### src/rtl/tx_response_formatter_pkg.sv
// -----------------------------------------------------------------------------
// tx_response_formatter_pkg
// Shared definitions for the register-read response path:
//   - ASCII constants used when rendering a byte as hex text
//   - FSM state encoding of the formatter
//   - nibble_to_ascii: 4-bit value -> uppercase ASCII hex character
// -----------------------------------------------------------------------------
package tx_response_formatter_pkg;

   localparam logic [7:0] ASCII_CR = 8'h0D;
   localparam logic [7:0] ASCII_LF = 8'h0A;
   localparam logic [7:0] ASCII_0  = 8'h30;
   localparam logic [7:0] ASCII_A  = 8'h41;

   typedef enum logic [2:0] {
      ST_IDLE    = 3'd0,
      ST_LOAD    = 3'd1,
      ST_SEND    = 3'd2,
      ST_WAIT_HI = 3'd3,
      ST_WAIT_LO = 3'd4
   } fsm_state_t;

   // 0..9 map onto '0'..'9', 10..15 onto 'A'..'F' (uppercase only).
   function automatic logic [7:0] nibble_to_ascii(input logic [3:0] nibble);
      logic [7:0] result;
      if (nibble < 4'd10) begin
         result = ASCII_0 + {4'd0, nibble};
      end else begin
         result = ASCII_A + {4'd0, nibble - 4'd10};
      end
      return result;
   endfunction

endpackage

### src/rtl/tx_response_formatter_byte_fifo.sv
// -----------------------------------------------------------------------------
// byte_fifo
// Small synchronous byte FIFO holding register read data until the formatter
// is ready to render it.
//
// Ports:
//   clk        in   system clock (rising edge)
//   reset      in   asynchronous active-high reset; empties the FIFO
//   push       in   write request for push_data
//   push_data  in   byte to enqueue
//   pop        in   remove the head entry
//   head_data  out  entry at the read pointer (valid while !empty)
//   count      out  number of stored entries, 0..DEPTH
//   full       out  count == DEPTH
//   empty      out  count == 0
//
// A push while full is accepted only if a pop happens in the same cycle; the
// slot being freed is the one written, and head_data still shows the old
// value during that cycle because the array read is combinational.
// -----------------------------------------------------------------------------
module byte_fifo #(
   parameter int DEPTH = 4,
   parameter int AW    = 2
) (
   input  logic          clk,
   input  logic          reset,
   input  logic          push,
   input  logic [7:0]    push_data,
   input  logic          pop,
   output logic [7:0]    head_data,
   output logic [AW:0]   count,
   output logic          full,
   output logic          empty
);

   localparam logic [AW:0]   FULL_COUNT = (AW + 1)'(DEPTH);
   localparam logic [AW:0]   COUNT_ONE  = 1;
   localparam logic [AW-1:0] PTR_ONE    = 1;

   logic [7:0]    mem [DEPTH];
   logic [AW-1:0] wr_ptr_reg;
   logic [AW-1:0] rd_ptr_reg;
   logic [AW:0]   count_reg;
   logic          do_push;
   logic          do_pop;

   assign empty     = (count_reg == '0);
   assign full      = (count_reg == FULL_COUNT);
   assign count     = count_reg;
   assign head_data = mem[rd_ptr_reg];

   assign do_pop  = pop && !empty;
   assign do_push = push && (!full || do_pop);

   // Storage carries no reset: contents are only observable through count.
   always_ff @(posedge clk) begin
      if (do_push) begin
         mem[wr_ptr_reg] <= push_data;
      end
   end

   // Pointer width equals log2(DEPTH), so wrap-around is natural overflow.
   always_ff @(posedge clk or posedge reset) begin
      if (reset) begin
         wr_ptr_reg <= '0;
         rd_ptr_reg <= '0;
         count_reg  <= '0;
      end else begin
         if (do_push) begin
            wr_ptr_reg <= wr_ptr_reg + PTR_ONE;
         end
         if (do_pop) begin
            rd_ptr_reg <= rd_ptr_reg + PTR_ONE;
         end
         case ({do_push, do_pop})
            2'b10:   count_reg <= count_reg + COUNT_ONE;
            2'b01:   count_reg <= count_reg - COUNT_ONE;
            default: count_reg <= count_reg;
         endcase
      end
   end

endmodule

### src/rtl/tx_response_formatter.sv
// -----------------------------------------------------------------------------
// tx_response_formatter
// Response path between the register file read port and UART_TX. Each read
// byte is queued, rendered as two uppercase ASCII hex characters (optionally
// followed by CR LF) and handed to UART_TX one character at a time using the
// tx_start / tx_busy handshake.
//
// Ports:
//   clk         in   system clock (rising edge)
//   reset       in   asynchronous active-high reset; clears all state
//   rd_valid    in   one-cycle pulse, rd_data is valid
//   rd_data     in   read byte to report
//   tx_busy     in   UART_TX busy flag
//   tx_start    out  one-cycle pulse asking UART_TX to send tx_data
//   tx_data     out  ASCII character, held from one tx_start to the next
//   fifo_count  out  bytes waiting in the FIFO (0..DEPTH)
//   overflow    out  sticky: a read byte was dropped on a full FIFO
//   idle        out  FIFO empty and formatter in IDLE
// -----------------------------------------------------------------------------
module tx_response_formatter
   import tx_response_formatter_pkg::*;
#(
   parameter int DEPTH       = 4,
   parameter int AW          = 2,
   parameter int APPEND_CRLF = 1
) (
   input  logic          clk,
   input  logic          reset,
   input  logic          rd_valid,
   input  logic [7:0]    rd_data,
   input  logic          tx_busy,
   output logic          tx_start,
   output logic [7:0]    tx_data,
   output logic [AW:0]   fifo_count,
   output logic          overflow,
   output logic          idle
);

   // Index of the final character of one rendered byte.
   localparam logic [1:0] LAST_IDX = (APPEND_CRLF != 0) ? 2'd3 : 2'd1;

   fsm_state_t  state_reg;
   logic [7:0]  cur_byte_reg;
   logic [1:0]  char_idx_reg;
   logic        tx_start_reg;
   logic [7:0]  tx_data_reg;
   logic        overflow_reg;

   logic        fifo_pop;
   logic        fifo_full;
   logic        fifo_empty;
   logic [7:0]  fifo_head;
   logic [AW:0] fifo_count_w;
   logic [7:0]  cur_char;

   // The head byte leaves the FIFO only during the LOAD cycle.
   assign fifo_pop = (state_reg == ST_LOAD);

   byte_fifo #(
      .DEPTH (DEPTH),
      .AW    (AW)
   ) u_fifo (
      .clk       (clk),
      .reset     (reset),
      .push      (rd_valid),
      .push_data (rd_data),
      .pop       (fifo_pop),
      .head_data (fifo_head),
      .count     (fifo_count_w),
      .full      (fifo_full),
      .empty     (fifo_empty)
   );

   // Character selected by char_idx for the byte being formatted.
   always_comb begin
      cur_char = 8'h00;
      case (char_idx_reg)
         2'd0:    cur_char = nibble_to_ascii(cur_byte_reg[7:4]);
         2'd1:    cur_char = nibble_to_ascii(cur_byte_reg[3:0]);
         2'd2:    cur_char = ASCII_CR;
         default: cur_char = ASCII_LF;
      endcase
   end

   // A drop happens only when full and the FSM is not freeing a slot now.
   always_ff @(posedge clk or posedge reset) begin
      if (reset) begin
         overflow_reg <= 1'b0;
      end else if (rd_valid && fifo_full && !fifo_pop) begin
         overflow_reg <= 1'b1;
      end
   end

   // Formatter FSM. tx_start is a registered pulse: it defaults low every
   // cycle and is raised only on the SEND -> WAIT_HI transition, so it can
   // never last longer than one cycle. WAIT_HI guards against UART_TX taking
   // a cycle to raise busy after seeing tx_start.
   always_ff @(posedge clk or posedge reset) begin
      if (reset) begin
         state_reg    <= ST_IDLE;
         cur_byte_reg <= 8'h00;
         char_idx_reg <= 2'd0;
         tx_start_reg <= 1'b0;
         tx_data_reg  <= 8'h00;
      end else begin
         tx_start_reg <= 1'b0;
         case (state_reg)
            ST_IDLE: begin
               if (!fifo_empty) begin
                  state_reg <= ST_LOAD;
               end
            end
            ST_LOAD: begin
               cur_byte_reg <= fifo_head;
               char_idx_reg <= 2'd0;
               state_reg    <= ST_SEND;
            end
            ST_SEND: begin
               if (!tx_busy) begin
                  tx_start_reg <= 1'b1;
                  tx_data_reg  <= cur_char;
                  state_reg    <= ST_WAIT_HI;
               end
            end
            ST_WAIT_HI: begin
               if (tx_busy) begin
                  state_reg <= ST_WAIT_LO;
               end
            end
            ST_WAIT_LO: begin
               if (!tx_busy) begin
                  if (char_idx_reg != LAST_IDX) begin
                     char_idx_reg <= char_idx_reg + 2'd1;
                     state_reg    <= ST_SEND;
                  end else if (!fifo_empty) begin
                     state_reg <= ST_LOAD;
                  end else begin
                     state_reg <= ST_IDLE;
                  end
               end
            end
            default: begin
               state_reg <= ST_IDLE;
            end
         endcase
      end
   end

   assign tx_start   = tx_start_reg;
   assign tx_data    = tx_data_reg;
   assign fifo_count = fifo_count_w;
   assign overflow   = overflow_reg;
   assign idle       = (state_reg == ST_IDLE) && fifo_empty;

endmodule

### config.mk
export PLATFORM = sky130hd
export DESIGN_NAME = tx_response_formatter
export DESIGN_NICKNAME = d
export VERILOG_FILES = /design/src/rtl/tx_response_formatter_pkg.sv /design/src/rtl/tx_response_formatter_byte_fifo.sv /design/src/rtl/tx_response_formatter.sv
export SDC_FILE = /design/constraint.sdc
export NUM_CORES = 1
export LEC_CHECK = 0
export ABC_AREA = 1
export CAP_MARGIN = 20
export CORE_MARGIN = 8
export CORE_UTILIZATION = 45
export DETAILED_ROUTE_END_ITERATION = 16
export PLACE_DENSITY_LB_ADDON = 0.12
export SYNTH_ARGS = -nofsm -noshare
export SYNTH_HDL_FRONTEND = slang
export SYNTH_HIERARCHICAL = 1
export SYNTH_SLANG_ARGS = --single-unit
export TNS_END_PERCENT = 10
### constraint.sdc
create_clock -name clk -period 4.85 [get_ports clk]
set_input_delay 0.97 -clock clk [delete_from_list [all_inputs] [get_ports clk]]
set_output_delay 0.97 -clock clk [all_outputs]
set_load 0.005 [all_outputs]
==> run summary <==
Clock tree root buffer cell: clkbuf_8. The tools report the worst vdd rail ir drop as 0.235 mV. The logs give 3140 µm² for the post-synthesis instance area and 23 for the pin count of the biggest net entering global routing. The number of flip-flops under the largest register name is 32. The chip width is 99.6 µm, and the via count of the first global-routing pass is 2082.

Per-cell via count in the routed design: 4.62. The nature of the critical path endpoint was an output pin. The setup path with the least slack is of type register to output pin. The initial antenna violation count was 0; the full die area was 9920 µm².

The run gives 2150 as the via count. The final antenna diode count was 0. The run gives 0.372 as the sequential group share of total power. TritonCTS built the clock tree. Fraction of power consumed by combinational cells: 0.391. At the later pin of the worst-skew pair, clock insertion delay measures 0.33 ns. Internal power comes to 0.00144 W. The count of buffers added on input and output ports is 24.

The logs give 0.147 for the global-route track usage on met1 and 0 for the number of max-slew violations in the final report. In this run the static leakage power is 1.61 nW. The net count of the mapped netlist was 364. The critical path ends at idle.

Dividing the synthesized area by the synthesized cell count gives 9.35 µm². The logs give 0.197 for the fraction of met2 tracks used by global routing and 26 for the top-level port count. Number of buffers inserted during clock tree synthesis: 9.

The logs give 0 ns for the total negative slack and 3.88 ns for the required arrival time at the worst endpoint. The final layout contains 392 nets. The critical path arrival came out at 1.91 ns. The flow ran to the end, and the final reports show no timing, DRC or antenna violations.

The endpoint identified for the worst register-to-register timing path is u_fifo/count[1]. Wires add up to 5550 µm. Post-CTS timing repair inserted 0 buffers for setup.

Setup violations remaining at the end of the flow were counted as 0. The tools report the fraction of the yosys area taken by sequential cells as 0.537. Number of cell instances on the worst register-to-register path: 10. The number of library cell types mapped by synthesis was 33.

The tools report the global placement routability congestion as 0.801. The tools report the total count of hold-check failures in the final report as 0. Synthesis handed over a netlist of 336 instances.

During synthesis, Yosys emitted a total of 6 warnings. The clock power share was 0.237; the slew of the pin with the lowest slew margin was 0.821 ns. The start point of the critical path is u_fifo/count[0].

In this run the power spent charging and discharging nets is 0.000885 W. Leaving out fill and tap cells, the most frequent cell in the layout is nand2_1. The first detailed-routing pass took 4 iterations. Setup repair after global routing left no endpoint under its margin. Number of antenna-violating nets in the routed design: 0. After floorplanning, the core was divided into 30 placement rows. The post-cts hold buffer count came out at 0. Clock skew on the completed layout was measured at 0.00964 ns.

The final cycle utilization of the critical path was 0.593; the ratio of total power to cell area was 635 nW/µm². The clock transition at the registers of the reported paths is 0.08 ns, and the fraction of final layout cells sized beyond drive strength 1 is 0.114. The area added between synthesis and finish was 16.6%. The met3 layer usage reported by global route was 0.0377; the DRC violation total after the first TritonRoute iteration was 60. The final period demand of the worst path was 2.88 ns. The worst min-delay path category is register to register. The maximum fanout encountered on the critical timing path was 5.

Global-route wire length before repair: 9670 µm. The net switching share of the total power works out to 0.380. The overall track demand over capacity in global routing is 0.122, and the reported max-cap violation count is 0. The total overflow left after global routing is 0.

The area inside the core boundary is 6790 µm². In this run, post-CTS repair resized a total of 0 instances. Detailed placement ended at an HPWL of 4130 µm. The run gives 348 MHz as the highest attainable clock frequency.

Peak-usage layer in the global routing report: met2. In this run the vertical extent of the chip is 99.6 µm. The worst register-to-register path begins at state_reg[1].

For the total number of clock tree sinks, the log shows 61. The relative max-transition margin is 0.452. The clock tree synthesis step divided the H-tree into 3 levels. The startpoint kind of the worst setup timing path is a register. The post-route core utilization was 0.540; the routed length per placed instance was 11.9 µm. For the register-to-register path setup slack, the log shows 2.61 ns.

The effective utilization at floorplan was 0.463; the count of state elements after synthesis was 61. For this run, design rule violations remaining after detail routing come to 0. The run gives 2 as the number of buffers on the longest clock path. In the layout the commonest cells are 73 x nand2_1, 42 x inv_1, 38 x nor2_1, 32 x edfxtp_1, 29 x dfrtp_1.
==> area by class of cell <==
type                       count  area (µm²)
timing repair buffer          24         240
multi-input combinational    219        1180
tap                           96         120
sequential                    61        1690
fill                         627        3130
clock inverter                 7         123
clock buffer                   9         124
inverter                      49         191
==> power by group through the flow <==
stage               clock (W)  combinational (W)  sequential [W]
floorplan                   0           0.000745        0.000827
global placement            0           0.000906        0.000873
detailed placement          0           0.000920        0.000876
CTS                  0.000567           0.000927        0.000867
global route         0.000588            0.00106        0.000889
finish               0.000551           0.000911        0.000866
==> routing by layer <==
| layer | wire [µm] | up-vias |
|---|---|---|
| met5 | 0 | - |
| met4 | 55 | 0 |
| met3 | 215 | 5 |
| met2 | 2650 | 25 |
| met1 | 2620 | 973 |
| li1 | - | 1147 |
==> cell usage after synthesis <==
| cell | n | share of area |
|---|---|---|
| o21a_1 | 1 | 0.0024 |
| nand2_2 | 4 | 0.0080 |
| nor2_4 | 1 | 0.0036 |
| inv_4 | 1 | 0.0020 |
| nor2_2 | 3 | 0.0060 |
| buf_4 | 1 | 0.0024 |
| nand2_1 | 73 | 0.087 |
| dfrtp_1 | 29 | 0.23 |
| nand4_1 | 9 | 0.018 |
| inv_2 | 4 | 0.0048 |
| nor3_1 | 3 | 0.0048 |
| inv_1 | 42 | 0.050 |
| conb_1 | 1 | 0.0012 |
| nand3_1 | 18 | 0.029 |
| nor2_1 | 38 | 0.045 |
| a21oi_1 | 1 | 0.0016 |
| ha_1 | 15 | 0.060 |
| or2_1 | 2 | 0.0040 |
| o21ai_2 | 8 | 0.022 |
| o21ai_1 | 27 | 0.043 |
| a31o_1 | 1 | 0.0028 |
| xnor2_1 | 1 | 0.0028 |
| edfxtp_1 | 32 | 0.31 |
| nand4_2 | 1 | 0.0040 |
| o21ai_0 | 6 | 0.0096 |
| inv_6 | 1 | 0.0028 |
| nand3b_1 | 2 | 0.0048 |
| nand2_4 | 1 | 0.0036 |
| fa_1 | 1 | 0.0064 |
| buf_6 | 5 | 0.018 |
| nand3_2 | 2 | 0.0064 |
| clkinv_1 | 1 | 0.0012 |
| buf_12 | 1 | 0.0064 |
==> critical path, stage by stage (launching register included) <==
cell	delay [ns]
dfrtp_1	0.45
nor2_2	0.17
nand2_1	0.12
inv_1	0.07
inv_1	0.04
nor2_1	0.08
nand2_1	0.08
inv_1	0.06
clkdlybuf4s50_1	0.49
==> logic make-up after synthesis <==
family | synth area share
simple gates | 0.224
flops | 0.537
buf+inv | 0.0876
compound gates | 0.0816
fa+ha+maj | 0.0661
xor+xnor | 0.00279
other cells | 0.00119
==> worst min path at each step <==
| stage | cells past startpoint | end | from |
|---|---|---|---|
| 6_report | 1 | overflow | overflow |
| 5_1_grt | 1 | overflow | overflow |
| 3_3_place_gp | 1 | overflow | overflow |
| 2_1_floorplan | 1 | overflow | overflow |
| 4_1_cts | 1 | overflow | overflow |
| 3_5_place_dp | 1 | overflow | overflow |
==> per-stage QoR <==
stage          hold slack (ns)  cells  setup WS [ns]  cell area (µm²)  total power, W
6_report                 0.472    465           1.97             3670         0.00233
5_1_grt                  0.490    465           1.81             3670         0.00253
4_1_cts                  0.475    465           1.93             3670         0.00236
3_5_place_dp             0.457    449           2.18             3420         0.00180
3_3_place_gp             0.457    449           2.22             3420         0.00178
2_1_floorplan            0.463    336           2.80             3140         0.00157
Note: power is estimated with default switching activity, not from simulation.
